### config.mk
export PLATFORM = sky130hd
export DESIGN_NAME = adder32_0_err_monitor
export DESIGN_NICKNAME = d
export VERILOG_FILES = /design/src/rtl/adder32_0_pkg.sv /design/src/rtl/adder32_0_err_calc.sv /design/src/rtl/adder32_0_err_monitor.sv
export SDC_FILE = /design/constraint.sdc
export NUM_CORES = 1
export LEC_CHECK = 0
export CORE_MARGIN = 1
export CORE_UTILIZATION = 65
export DETAILED_ROUTE_END_ITERATION = 7
export DONT_BUFFER_PORTS = 1
export PLACE_DENSITY = 0.9
export REMOVE_ABC_BUFFERS = 1
export SETUP_SLACK_MARGIN = 0.3
export SLEW_MARGIN = 25
export SYNTH_ARGS = -nofsm -noshare
export SYNTH_HDL_FRONTEND = slang
export SYNTH_SLANG_ARGS = --single-unit
export TNS_END_PERCENT = 10
### constraint.sdc
create_clock -name clk -period 5.06 [get_ports clk]
set_input_delay 0.759 -clock clk [delete_from_list [all_inputs] [get_ports clk]]
set_output_delay 0.759 -clock clk [all_outputs]
set_load 0.05 [all_outputs]
### src/rtl/adder32_0_pkg.sv
// Shared types and constants for the approximate 11-in/6-out adder partition
// and its QoR error monitor.
package adder32_0_pkg;

   localparam int unsigned OPW  = 5;
   localparam int unsigned SUMW = OPW + 1;

   // Partition pin mapping: pi00 = cin, pi01..pi05 = a MSB first,
   // pi06..pi10 = b MSB first, po0..po5 = sum MSB first.
   localparam int unsigned NUM_PI     = 11;
   localparam int unsigned NUM_PO     = 6;
   localparam int unsigned PI_CIN     = 0;
   localparam int unsigned PI_A_FIRST = 1;
   localparam int unsigned PI_B_FIRST = 6;
   localparam int unsigned PO_FIRST   = 0;

   typedef enum logic [1:0] {
      IDLE  = 2'd0,
      RUN   = 2'd1,
      DRAIN = 2'd2,
      DONE  = 2'd3
   } state_e;

   typedef struct packed {
      logic [OPW-1:0]  a;
      logic [OPW-1:0]  b;
      logic            cin;
      logic [SUMW-1:0] approx;
   } sample_t;

   // Unpack raw partition pins into a sample (used by the offline checker).
   function automatic sample_t pins_to_sample(input logic [NUM_PI-1:0] pi,
                                              input logic [NUM_PO-1:0] po);
      sample_t s;
      s.cin    = pi[PI_CIN];
      s.a      = {pi[PI_A_FIRST], pi[PI_A_FIRST+1], pi[PI_A_FIRST+2],
                  pi[PI_A_FIRST+3], pi[PI_A_FIRST+4]};
      s.b      = {pi[PI_B_FIRST], pi[PI_B_FIRST+1], pi[PI_B_FIRST+2],
                  pi[PI_B_FIRST+3], pi[PI_B_FIRST+4]};
      s.approx = {po[PO_FIRST], po[PO_FIRST+1], po[PO_FIRST+2],
                  po[PO_FIRST+3], po[PO_FIRST+4], po[PO_FIRST+5]};
      return s;
   endfunction

endpackage

### src/rtl/adder32_0_err_calc.sv
// Exact sum and absolute error of an approximate sum; purely combinational.
module adder32_0_err_calc
   import adder32_0_pkg::*;
(
   input  logic [OPW-1:0]  a_i,
   input  logic [OPW-1:0]  b_i,
   input  logic            cin_i,
   input  logic [SUMW-1:0] approx_i,
   output logic [SUMW-1:0] exact_c_o,
   output logic [SUMW-1:0] diff_c_o
);

   logic [SUMW-1:0] exact;

   // SUMW bits hold the largest a + b + cin, so no carry is lost.
   assign exact     = SUMW'(a_i) + SUMW'(b_i) + SUMW'(cin_i);
   assign exact_c_o = exact;
   assign diff_c_o  = (approx_i >= exact) ? (approx_i - exact) : (exact - approx_i);

endmodule

### src/rtl/adder32_0_err_monitor.sv
// QoR monitor: pipelines (a, b, cin, approx) samples through an exact-sum
// check and accumulates error count, summed and maximum absolute error per run.
module adder32_0_err_monitor
   import adder32_0_pkg::*;
#(
   parameter int unsigned N_SAMPLES = 1024,
   parameter int unsigned CNT_W     = 17,
   parameter int unsigned ACC_W     = 24
) (
   input  logic             clk,
   input  logic             rst_n,
   input  logic             start,
   input  logic             in_valid,
   output logic             in_ready,
   input  logic [OPW-1:0]   in_a,
   input  logic [OPW-1:0]   in_b,
   input  logic             in_cin,
   input  logic [SUMW-1:0]  approx_sum,
   output logic             busy,
   output logic             done,
   output logic [CNT_W-1:0] err_count,
   output logic [ACC_W-1:0] sum_abs_err,
   output logic [SUMW-1:0]  max_abs_err
);

   state_e           state_q, state_d;
   logic             in_ready_q, busy_q, done_q;
   logic [CNT_W-1:0] acc_cnt_q;

   logic             s1_valid_q;
   sample_t          s1_q;
   logic             s2_valid_q;
   logic             s2_err_q;
   logic [SUMW-1:0]  s2_diff_q;

   logic [CNT_W-1:0] err_q;
   logic [ACC_W-1:0] sum_q;
   logic [SUMW-1:0]  max_q;

   logic             hs_c, last_c, start_ok_c;
   logic [SUMW-1:0]  exact_c, diff_c;
   logic [ACC_W:0]   sum_ext_c;
   logic [ACC_W-1:0] sum_sat_c;

   assign hs_c       = in_valid && in_ready_q;
   assign last_c     = hs_c && (acc_cnt_q == CNT_W'(N_SAMPLES - 1));
   assign start_ok_c = start && ((state_q == IDLE) || (state_q == DONE));

   adder32_0_err_calc u_err_calc (
      .a_i       (s1_q.a),
      .b_i       (s1_q.b),
      .cin_i     (s1_q.cin),
      .approx_i  (s1_q.approx),
      .exact_c_o (exact_c),
      .diff_c_o  (diff_c)
   );

   // DRAIN leaves once S1 is empty: the sample in S2 lands in the stats on
   // the same edge that enters DONE.
   always_comb begin
      state_d = state_q;
      case (state_q)
         IDLE:    if (start)       state_d = RUN;
         RUN:     if (last_c)      state_d = DRAIN;
         DRAIN:   if (!s1_valid_q) state_d = DONE;
         DONE:    if (start)       state_d = RUN;
         default:                  state_d = IDLE;
      endcase
   end

   always_ff @(posedge clk or negedge rst_n) begin
      if (!rst_n) begin
         state_q    <= IDLE;
         in_ready_q <= 1'b0;
         busy_q     <= 1'b0;
         done_q     <= 1'b0;
         acc_cnt_q  <= '0;
      end else begin
         state_q    <= state_d;
         in_ready_q <= (state_d == RUN);
         busy_q     <= (state_d == RUN) || (state_d == DRAIN);
         done_q     <= (state_d == DONE);
         if (start_ok_c)
            acc_cnt_q <= '0;
         else if (hs_c)
            acc_cnt_q <= acc_cnt_q + CNT_W'(1);
      end
   end

   // Saturating accumulate; once all-ones it stays there until restart.
   assign sum_ext_c = {1'b0, sum_q} + (ACC_W + 1)'(s2_diff_q);
   assign sum_sat_c = sum_ext_c[ACC_W] ? '1 : sum_ext_c[ACC_W-1:0];

   always_ff @(posedge clk or negedge rst_n) begin
      if (!rst_n) begin
         s1_valid_q <= 1'b0;
         s1_q       <= '0;
         s2_valid_q <= 1'b0;
         s2_err_q   <= 1'b0;
         s2_diff_q  <= '0;
         err_q      <= '0;
         sum_q      <= '0;
         max_q      <= '0;
      end else begin
         s1_valid_q <= hs_c;
         if (hs_c)
            s1_q <= '{a: in_a, b: in_b, cin: in_cin, approx: approx_sum};
         s2_valid_q <= s1_valid_q;
         if (s1_valid_q) begin
            s2_err_q  <= (s1_q.approx != exact_c);
            s2_diff_q <= diff_c;
         end
         if (start_ok_c) begin
            err_q <= '0;
            sum_q <= '0;
            max_q <= '0;
         end else if (s2_valid_q) begin
            err_q <= err_q + CNT_W'(s2_err_q);
            sum_q <= sum_sat_c;
            if (s2_diff_q > max_q)
               max_q <= s2_diff_q;
         end
      end
   end

   assign in_ready    = in_ready_q;
   assign busy        = busy_q;
   assign done        = done_q;
   assign err_count   = err_q;
   assign sum_abs_err = sum_q;
   assign max_abs_err = max_q;

endmodule

==> results of run 1 <==
-- sequential cells by signal, indices dropped and copies added, names as in the netlist --
name         cells
done             1
s1_q            17
max_abs_err      6
acc_cnt_q       17
s2_valid_q       1
state_q          2
sum_abs_err     24
err_count       17
busy             1
s1_valid_q       1
s2_err_q         1
s2_diff_q        6
in_ready         1
-- cells by family after synthesis --
group                    share of synthesized area
adder cells (fa/ha/maj)                     0.0991
AO/OA/AOI/OAI                                0.153
buffers and inverters                       0.0385
flip-flops                                   0.448
AND/OR/NAND/NOR                              0.180
XOR/XNOR                                    0.0529
multiplexers                                0.0286
-- per-layer routing --
layer	up-vias	GRT usage	wire (um)
met5	-	0	0
met4	0	0.0859	123
met3	11	0.0624	579
met2	125	0.459	5460
met1	1991	0.327	4610
li1	1966	-	-
-- through the flow --
stage | cell area (um^2) | total power, uW
after floorplan | 5220 | 2960
after global routing | 5590 | 4350
after CTS | 5590 | 4020
after global placement | 5360 | 3290
after detailed placement | 5360 | 3430
final | 5590 | 4030
-- report_power, final --
group	internal [uW]	leakage [uW]	switching, uW
clock	285	0.000108	285
sequential	931	0.00126	388
combinational	886	0.00117	1250
total	2100	0.00254	1920
-- cell usage in the layout, fill, tap and decap left out, types with 6 or more instances in the layout --
cell type and n:
inv_1 30, nor2_1 46, clkbuf_8 9, nand2_1 72
or3_1 11, a21oi_1 32, a21o_1 6, nand3_1 15
o21ai_1 21, nand4_1 12, ha_1 34, mux2i_1 14
dfrtp_1 95, and3_1 10, o21ai_0 22, a31oi_1 18
nor3_1 7, xor2_1 22, xnor2_1 10
-- how the worst max path moves through the flow --
| stage | cells after the start | start | slack, ps | to |
|---|---|---|---|---|
| after floorplan | 14 | s1_q[7]$_DFFE_PN0P_ | 2000 | s2_diff_q[2]$_DFFE_PN0P_ |
| after global placement | 14 | s1_q[7]$_DFFE_PN0P_ | 1830 | s2_diff_q[2]$_DFFE_PN0P_ |
| after detailed placement | 14 | s1_q[7]$_DFFE_PN0P_ | 1670 | s2_diff_q[5]$_DFFE_PN0P_ |
| after CTS | 14 | s1_q[7]$_DFFE_PN0P_ | 1630 | s2_diff_q[5]$_DFFE_PN0P_ |
| after global routing | 14 | s1_q[7]$_DFFE_PN0P_ | 1360 | s2_diff_q[5]$_DFFE_PN0P_ |
| final | 14 | s1_q[7]$_DFFE_PN0P_ | 1600 | s2_diff_q[5]$_DFFE_PN0P_ |
-- area by class of cell --
type / instances / area [um^2]
Sequential cell: 95 / 2380
Fill cell: 570 / 2220
Clock buffer: 9 / 124
Timing Repair Buffer: 1 / 7.51
Clock inverter: 7 / 104
Inverter: 33 / 124
Multi-Input combinational cell: 412 / 2720
Tap cell: 102 / 128
==> flow_summary.html, run 1 <==
<table>
<tr><th>Metric</th><th>Value</th></tr>
<tr><th colspan="2">CTS</th></tr>
<tr><td>Count of hold-fix buffers inserted at cts</td><td>0</td></tr>
<tr><td>Post-CTS clock slew at the launch and capture registers of the worst setup and hold paths</td><td>100 ps</td></tr>
<tr><td>H-tree lvl count</td><td>3</td></tr>
<tr><td>CTS tree</td><td>built</td></tr>
<tr><td>Root cell of the clock tree</td><td>clkbuf_8</td></tr>
<tr><td>Number of CTS-inserted buffers</td><td>9</td></tr>
<tr><td>Clock network latency to the later pin of the worst-skew pair</td><td>370 ps</td></tr>
<tr><td>Resized Gates After CTS</td><td>0</td></tr>
<tr><td>Number of setup buffers added after CTS</td><td>0</td></tr>
<tr><td>Total clock sinks</td><td>95</td></tr>
<tr><td>Maximum clock insertion buffer count</td><td>2</td></tr>
<tr><th colspan="2">Floorplan</th></tr>
<tr><td>Die extent in y</td><td>92.3 um</td></tr>
<tr><td>Starting utilization of the core area</td><td>0.679</td></tr>
<tr><td>Count of standard-cell rows</td><td>32</td></tr>
<tr><td>Die width</td><td>92.3 um</td></tr>
<tr><td>Core box area</td><td>0.00781 mm^2</td></tr>
<tr><td>Total I/O pin count</td><td>71</td></tr>
<tr><td>Full die area</td><td>0.00852 mm^2</td></tr>
<tr><th colspan="2">Setup path</th></tr>
<tr><td>CP Class</td><td>reg2reg</td></tr>
<tr><td>Critical path arrival</td><td>3690 ps</td></tr>
<tr><td>Crit start category</td><td>flip-flop</td></tr>
<tr><td>Cell with the largest stage delay on the worst path</td><td>fa_1</td></tr>
<tr><td>Worst reg2reg path depth</td><td>14</td></tr>
<tr><td>Critical Path Fanout Max</td><td>7</td></tr>
<tr><td>End of the worst register-to-register path</td><td>s2_diff_q[5]$_DFFE_PN0P_</td></tr>
<tr><td>CP required</td><td>5290 ps</td></tr>
<tr><td>Worst flop-to-flop path startpoint</td><td>s1_q[7]$_DFFE_PN0P_</td></tr>
<tr><td>CP bufs+invs</td><td>2</td></tr>
<tr><td>CP delay by family, top</td><td>adder cells</td></tr>
<tr><td>R2R Setup Slk</td><td>1600 ps</td></tr>
<tr><td>Endpoint kind of the worst setup timing path</td><td>flip-flop</td></tr>
<tr><td>Delay of the slowest critical-path stage</td><td>470 ps</td></tr>
<tr><td>Series of cell instances along the critical path</td><td>fa_1 -&gt; inv_1 -&gt; fa_1 -&gt; inv_1 -&gt; a21oi_1 -&gt; o21bai_1 -&gt; xor2_1 -&gt; ha_1 -&gt; nand2_1 -&gt; o31ai_2 -&gt; nor2_1 -&gt; mux2i_1 -&gt; mux2i_1 -&gt; o32ai_1</td></tr>
<tr><th colspan="2">Placement</th></tr>
<tr><td>Number of I/O port buffers</td><td>0</td></tr>
<tr><td>Placer congestion estimate</td><td>0.872</td></tr>
<tr><td>Total placed cells including tap cells</td><td>643</td></tr>
<tr><td>Post-placement worst setup slack</td><td>about 1700 ps</td></tr>
<tr><td>Placed wire-length estimate</td><td>roughly 7500 um</td></tr>
<tr><th colspan="2">Route</th></tr>
<tr><td>Number of nets with antenna violations after routing</td><td>0</td></tr>
<tr><td>Router iterations before antenna repair</td><td>4</td></tr>
<tr><td>Detailed-route wire length per cell</td><td>around 16 um</td></tr>
<tr><td>Number of design-rule violations left by the first detailed-router iteration</td><td>194</td></tr>
<tr><td>Via density per instance</td><td>6.21</td></tr>
<tr><td>Residual DRC count</td><td>0</td></tr>
<tr><td>Total routed wirelength</td><td>10800 um</td></tr>
<tr><td>Vias after detailed routing</td><td>4093</td></tr>
<tr><th colspan="2">Synth</th></tr>
<tr><td>Primary flip-flop cell chosen by synthesis mapping</td><td>dfrtp_1</td></tr>
<tr><td>Yosys warning total</td><td>0</td></tr>
<tr><td>Netlist area before placement</td><td>between 0.005 and 0.006 mm^2</td></tr>
<tr><td>Yosys top cell by area</td><td>dfrtp_1</td></tr>
<tr><td>Count of flip-flops with a built-in enable after synthesis</td><td>0</td></tr>
<tr><td>Distinct cell type count after synthesis</td><td>55</td></tr>
<tr><td>Portion of synthesized cell area occupied by the leading cell type</td><td>0.448</td></tr>
<tr><td>Top cell types by occurrence after synthesis</td><td>95 x dfrtp_1, 72 x nand2_1, 46 x nor2_1</td></tr>
<tr><td>Fraction of the yosys area taken by sequential cells</td><td>0.448</td></tr>
<tr><td>Most repeated cell in the gate-level netlist after synthesis</td><td>dfrtp_1</td></tr>
<tr><td>Async S/R FF share, synth</td><td>1.00</td></tr>
<tr><td>Gate Count Post-Synth</td><td>560</td></tr>
<tr><td>Average size of a mapped cell</td><td>9.47 um^2</td></tr>
<tr><td>Dominant cells by area after synthesis</td><td>dfrtp_1 45%, ha_1 8.0%, nand2_1 5.1%</td></tr>
<tr><td>Number of flip-flops and latches in the synthesized netlist</td><td>95</td></tr>
<tr><th colspan="2">STA</th></tr>
<tr><td>Hold Vio Cnt, Final</td><td>0</td></tr>
<tr><td>Slew at the pin closest to its max-slew limit</td><td>931 ps</td></tr>
<tr><td>Tightest slew margin relative to the limit</td><td>0.379</td></tr>
<tr><td>RSZ-0062 raised after global routing</td><td>no</td></tr>
<tr><td>Finish-stage setup viols</td><td>0</td></tr>
<tr><td>Crit path setup slack, layout</td><td>1600 ps</td></tr>
<tr><td>TNS Setup</td><td>0 ps</td></tr>
<tr><td>Min Hold Slack</td><td>around 74 ps</td></tr>
<tr><td>Part of the cycle the worst path needs</td><td>0.683</td></tr>
<tr><td>Minimum clock period</td><td>3460 ps</td></tr>
<tr><td>Post-route clock skew</td><td>10.7 ps</td></tr>
<tr><td>Total count of max-transition violations in the final report</td><td>0</td></tr>
<tr><td>Highest clock frequency the design can meet</td><td>about 0.29 GHz</td></tr>
<tr><th colspan="2">Final layout</th></tr>
<tr><td>Layout Utilization</td><td>0.715</td></tr>
<tr><td>Number of diodes</td><td>0</td></tr>
<tr><td>Fraction of layout cells with a size suffix above 1</td><td>0.0557</td></tr>
<tr><td>Area Growth Syn to Fin</td><td>5.33%</td></tr>
<tr><td>Final net count</td><td>a little over 600</td></tr>
<tr><td>Final Instance Count excl. Fillers</td><td>659</td></tr>
<tr><th colspan="2">Power</th></tr>
<tr><td>Maximum VDD drop</td><td>between 0.5 and 0.6 mV</td></tr>
<tr><td>Power density over the cells</td><td>721 mW/mm^2</td></tr>
<tr><td>Leakage component of the power</td><td>0.00254 uW</td></tr>
<tr><th colspan="2">Flow run</th></tr>
<tr><td>Max-cap violations</td><td>0</td></tr>
<tr><th colspan="2">Global routing</th></tr>
<tr><td>Via count of the first global-routing pass</td><td>4034</td></tr>
<tr><td>Wire length of the first global-routing pass</td><td>17900 um</td></tr>
<tr><td>Maximum number of pins on one net before global-route repair</td><td>96</td></tr>
<tr><td>Tot GR Track Use</td><td>0.265</td></tr>
<tr><td>Initial antenna violation count</td><td>0</td></tr>
<tr><td>Final global-route overflow total</td><td>0</td></tr>
<tr><th colspan="2">Hold path</th></tr>
<tr><td>Worst hold path type</td><td>in2async</td></tr>
<tr><th colspan="2">Outcome</th></tr>
<tr><td>Status</td><td>finished, final reports clean</td></tr>
</table>
Power figures use the tool's default switching activity.
==> inputs of run 2 (changes only) <==
--- a/config.mk
+++ b/config.mk
@@ -6,10 +6,10 @@
 export NUM_CORES = 1
 export LEC_CHECK = 0
 export CORE_MARGIN = 1
-export CORE_UTILIZATION = 65
+export CORE_UTILIZATION = 64
 export DETAILED_ROUTE_END_ITERATION = 7
 export DONT_BUFFER_PORTS = 1
-export PLACE_DENSITY = 0.9
+export PLACE_DENSITY = 0.89
 export REMOVE_ABC_BUFFERS = 1
 export SETUP_SLACK_MARGIN = 0.3
 export SLEW_MARGIN = 25
==> constraint.sdc (replaced) <==
create_clock -name clk -period 3.6 [get_ports clk]
set_input_delay 0.54 -clock clk [delete_from_list [all_inputs] [get_ports clk]]
set_output_delay 0.54 -clock clk [all_outputs]
set_load 0.05 [all_outputs]
==> flow_summary.html, run 2 (synthesis gave the netlist of run 1 again) <==
<table>
<tr><th>Metric</th><th>Value</th></tr>
<tr><th colspan="2">STA</th></tr>
<tr><td>Min Hold Slack</td><td>83.2 ps (was 74.4 ps)</td></tr>
<tr><td>Finish-stage setup viols</td><td>0 (unchanged)</td></tr>
<tr><td>Slew at the pin closest to its max-slew limit</td><td>950 ps (was 931 ps)</td></tr>
<tr><td>TNS Setup</td><td>0 ps (unchanged)</td></tr>
<tr><td>Part of the cycle the worst path needs</td><td>0.859 (was 0.683)</td></tr>
<tr><td>Minimum clock period</td><td>3090 ps (was 3460 ps)</td></tr>
<tr><td>Post-route clock skew</td><td>13.5 ps (was 10.7 ps)</td></tr>
<tr><td>Tightest slew margin relative to the limit</td><td>0.366 (was 0.379)</td></tr>
<tr><td>Total count of max-transition violations in the final report</td><td>0 (unchanged)</td></tr>
<tr><td>Hold Vio Cnt, Final</td><td>0 (unchanged)</td></tr>
<tr><td>RSZ-0062 raised after global routing</td><td>no (unchanged)</td></tr>
<tr><td>Highest clock frequency the design can meet</td><td>0.323 GHz (was 0.289 GHz)</td></tr>
<tr><th colspan="2">Placement</th></tr>
<tr><td>Placer congestion estimate</td><td>0.851 (was 0.872)</td></tr>
<tr><td>Placed inst area</td><td>0.00541 mm^2 (was 0.00536 mm^2)</td></tr>
<tr><td>Placed wire-length estimate</td><td>7540 um (was 7450 um)</td></tr>
<tr><td>Number of I/O port buffers</td><td>0 (unchanged)</td></tr>
<tr><td>Total placed cells including tap cells</td><td>648 (was 643)</td></tr>
<tr><th colspan="2">Power</th></tr>
<tr><td>Leakage component of the power</td><td>0.00259 uW (was 0.00254 uW)</td></tr>
<tr><td>Maximum VDD drop</td><td>0.805 mV (was 0.519 mV)</td></tr>
<tr><td>Switching portion of total power</td><td>0.490 (was 0.478)</td></tr>
<tr><td>Power density over the cells</td><td>1020 mW/mm^2 (was 721 mW/mm^2)</td></tr>
<tr><td>Reg power frac</td><td>0.311 (was 0.328)</td></tr>
<tr><td>Part of the total power dissipated in combinational logic</td><td>0.569 (was 0.531)</td></tr>
<tr><td>Internal Power</td><td>2960 uW (was 2100 uW)</td></tr>
<tr><td>Share of power burned in the clock network</td><td>0.120 (was 0.142)</td></tr>
<tr><td>Net switching power figure</td><td>2840 uW (was 1920 uW)</td></tr>
<tr><th colspan="2">Hold path</th></tr>
<tr><td>Worst hold path type</td><td>in2async (unchanged)</td></tr>
<tr><th colspan="2">Global routing</th></tr>
<tr><td>Tot GR Track Use</td><td>0.268 (was 0.265)</td></tr>
<tr><td>Initial antenna violation count</td><td>0 (unchanged)</td></tr>
<tr><td>Final global-route overflow total</td><td>0 (unchanged)</td></tr>
<tr><td>Maximum number of pins on one net before global-route repair</td><td>96 (unchanged)</td></tr>
<tr><td>Wire length of the first global-routing pass</td><td>18500 um (was 17900 um)</td></tr>
<tr><td>Via count of the first global-routing pass</td><td>4041 (was 4034)</td></tr>
<tr><th colspan="2">Floorplan</th></tr>
<tr><td>Count of standard-cell rows</td><td>32 (unchanged)</td></tr>
<tr><td>Full die area</td><td>0.00865 mm^2 (was 0.00852 mm^2)</td></tr>
<tr><td>Core box area</td><td>0.00789 mm^2 (was 0.00781 mm^2)</td></tr>
<tr><td>Die extent in y</td><td>93.0 um (was 92.3 um)</td></tr>
<tr><td>Total I/O pin count</td><td>71 (unchanged)</td></tr>
<tr><td>Starting utilization of the core area</td><td>0.672 (was 0.679)</td></tr>
<tr><td>Die width</td><td>93.0 um (was 92.3 um)</td></tr>
<tr><th colspan="2">Setup path</th></tr>
<tr><td>Critical Path Fanout Max</td><td>5 (was 7)</td></tr>
<tr><td>Endpoint kind of the worst setup timing path</td><td>flip-flop (unchanged)</td></tr>
<tr><td>CP required</td><td>3860 ps (was 5290 ps)</td></tr>
<tr><td>Start point of the critical path</td><td>s1_q[7]$_DFFE_PN0P_ (unchanged)</td></tr>
<tr><td>Series of cell instances along the critical path</td><td>fa_1 -&gt; inv_1 -&gt; fa_2 -&gt; inv_1 -&gt; a21oi_1 -&gt; o21bai_1 -&gt; xor2_1 -&gt; ha_1 -&gt; nand2_2 -&gt; o31ai_4 -&gt; nor2_4 -&gt; mux2i_1 -&gt; xnor2_1 -&gt; mux2_2 (was fa_1 -&gt; inv_1 -&gt; fa_1 -&gt; inv_1 -&gt; a21oi_1 -&gt; o21bai_1 -&gt; xor2_1 -&gt; ha_1 -&gt; nand2_1 -&gt; o31ai_2 -&gt; nor2_1 -&gt; mux2i_1 -&gt; mux2i_1 -&gt; o32ai_1)</td></tr>
<tr><td>Cell with the largest stage delay on the worst path</td><td>fa_1 (unchanged)</td></tr>
<tr><td>Worst flop-to-flop path startpoint</td><td>s1_q[7]$_DFFE_PN0P_ (unchanged)</td></tr>
<tr><td>CP bufs+invs</td><td>2 (unchanged)</td></tr>
<tr><td>CP Class</td><td>reg2reg (unchanged)</td></tr>
<tr><td>Crit start category</td><td>flip-flop (unchanged)</td></tr>
<tr><td>Delay of the slowest critical-path stage</td><td>450 ps (was 470 ps)</td></tr>
<tr><td>Most common cell type on the critical path</td><td>inv_1</td></tr>
<tr><td>CP delay by family, top</td><td>adder cells (unchanged)</td></tr>
<tr><td>Critical path arrival</td><td>3350 ps (was 3690 ps)</td></tr>
<tr><th colspan="2">CTS</th></tr>
<tr><td>H-tree lvl count</td><td>3 (unchanged)</td></tr>
<tr><td>Post-CTS clock slew at the launch and capture registers of the worst setup and hold paths</td><td>110 ps (was 100 ps)</td></tr>
<tr><td>Number of CTS-inserted buffers</td><td>9 (unchanged)</td></tr>
<tr><td>Maximum clock insertion buffer count</td><td>2 (unchanged)</td></tr>
<tr><td>Clock network latency to the later pin of the worst-skew pair</td><td>370 ps (about the same)</td></tr>
<tr><td>Total clock sinks</td><td>95 (unchanged)</td></tr>
<tr><td>Root cell of the clock tree</td><td>clkbuf_8 (unchanged)</td></tr>
<tr><td>CTS tree</td><td>built (unchanged)</td></tr>
<tr><th colspan="2">Final layout</th></tr>
<tr><td>Final Instance Count excl. Fillers</td><td>667 (was 659)</td></tr>
<tr><td>Max FFs per register</td><td>24 (unchanged)</td></tr>
<tr><td>Top library cells by usage in the layout, fill and taps aside</td><td>95 x dfrtp_1, 71 x nand2_1, 45 x nor2_1 (was 95 x dfrtp_1, 72 x nand2_1, 46 x nor2_1)</td></tr>
<tr><td>Most frequent standard cell in the layout excluding fill and tap cells</td><td>dfrtp_1 (unchanged)</td></tr>
<tr><td>Fill cell total of the finished layout</td><td>578 (was 570)</td></tr>
<tr><td>Area Growth Syn to Fin</td><td>7.29% (was 5.33%)</td></tr>
<tr><td>Final non-filler cell area</td><td>0.00569 mm^2 (was 0.00559 mm^2)</td></tr>
<tr><td>Number of diodes</td><td>0 (unchanged)</td></tr>
<tr><td>Final net count</td><td>620 (was 612)</td></tr>
<tr><td>Fraction of layout cells with a size suffix above 1</td><td>0.0832 (was 0.0557)</td></tr>
<tr><th colspan="2">Route</th></tr>
<tr><td>Residual DRC count</td><td>0 (unchanged)</td></tr>
<tr><td>Detailed-route wire length per cell</td><td>16.4 um (was 16.3 um)</td></tr>
<tr><td>Vias after detailed routing</td><td>4130 (was 4093)</td></tr>
<tr><td>Number of design-rule violations left by the first detailed-router iteration</td><td>210 (was 194)</td></tr>
<tr><td>Number of nets with antenna violations after routing</td><td>0 (unchanged)</td></tr>
<tr><td>Total routed wirelength</td><td>10900 um (was 10800 um)</td></tr>
<tr><td>Router iterations before antenna repair</td><td>4 (unchanged)</td></tr>
<tr><td>Via density per instance</td><td>6.19 (was 6.21)</td></tr>
<tr><th colspan="2">Outcome</th></tr>
<tr><td>Status</td><td>finished, final reports clean (unchanged)</td></tr>
<tr><th colspan="2">Flow run</th></tr>
<tr><td>Max-cap violations</td><td>0 (unchanged)</td></tr>
</table>
[run 2: layout make-up]
cell class	count	area, um^2	area share
inverters	33	124	0.0218
flip-flops and latches	95	2380	0.418
clock inverters	7	70.1	0.0123
well taps	102	128	0.0224
multi-input cells	412	2770	0.486
clock buffers	9	124	0.0218
repair buffers	9	100	0.0176
[run 2: path summary, 6_finish.rpt]
kind	slack, ps	end	depth (start not counted)
worst max-delay path	510	s2_diff_q[2]$_DFFE_PN0P_	14
worst min-delay path	80	sum_abs_err[10]$_DFFE_PN0P_	1
worst max register to register	510	s2_diff_q[2]$_DFFE_PN0P_	14
worst min register to register	490	s1_q[9]$_DFFE_PN0P_	2
max in group asynchronous	3180	s1_q[7]$_DFFE_PN0P_	1
min in group clk	270	s1_q[9]$_DFFE_PN0P_	2
[run 2: timing repair]
action / in CTS / in global routing
hold buffers: 1 / 0
endpoints found under the hold margin: 95 / 0
setup endpoints to repair: 2 / 3
buffers inserted: 1 / 1
pin swaps: 1 / 4
resized for setup: 3 / 8
[run 2: worst register-to-register path: cells and delay by family, from the launching register on]
| family | cells | cell delay, ps |
|---|---|---|
| xor gates and xnor gates | 2 | 260 |
| AOI/OAI and AO/OA | 3 | 520 |
| muxes | 2 | 460 |
| and+or+nand+nor | 2 | 200 |
| buffers and inverters | 2 | 130 |
| DFF | 1 | 410 |
| adders and majority gates | 3 | 990 |
[run 2: routing by layer]
| metal | wire length, um | track usage |
|---|---|---|
| met5 | 0 | 0 |
| met4 | 133 | 0.0872 |
| met1 | 4490 | 0.334 |
| met3 | 695 | 0.0569 |
| met2 | 5600 | 0.464 |
[run 2: stage by stage]
| stage | power, uW | worst slack, ps | util |
|---|---|---|---|
| 6_report | 5800 | 508 | 0.721 |
| 5_1_grt | 6280 | 304 | 0.721 |
| 4_1_cts | 5680 | 382 | 0.717 |
| 3_5_place_dp | 4840 | 218 | 0.686 |
| 3_3_place_gp | 4710 | 357 | 0.686 |
| 2_1_floorplan | 4170 | 543 | - |
[run 2: power by group through the flow]
stage / Sequential, uW / Clock, uW / Combinational [uW]
2_1_floorplan: 1790 / 0 / 2370
3_3_place_gp: 1810 / 0 / 2900
3_5_place_dp: 1820 / 0 / 3010
4_1_cts: 1800 / 712 / 3170
5_1_grt: 1840 / 759 / 3690
6_report: 1800 / 698 / 3300
==> inputs of run 3 (changes only) <==
--- a/config.mk
+++ b/config.mk
@@ -5,6 +5,7 @@
 export SDC_FILE = /design/constraint.sdc
 export NUM_CORES = 1
 export LEC_CHECK = 0
+export ABC_AREA = 0
 export CORE_MARGIN = 1
 export CORE_UTILIZATION = 64
 export DETAILED_ROUTE_END_ITERATION = 7
==> results of run 3 <==
Final layout, timing and power as in run 2 (identical DEF).
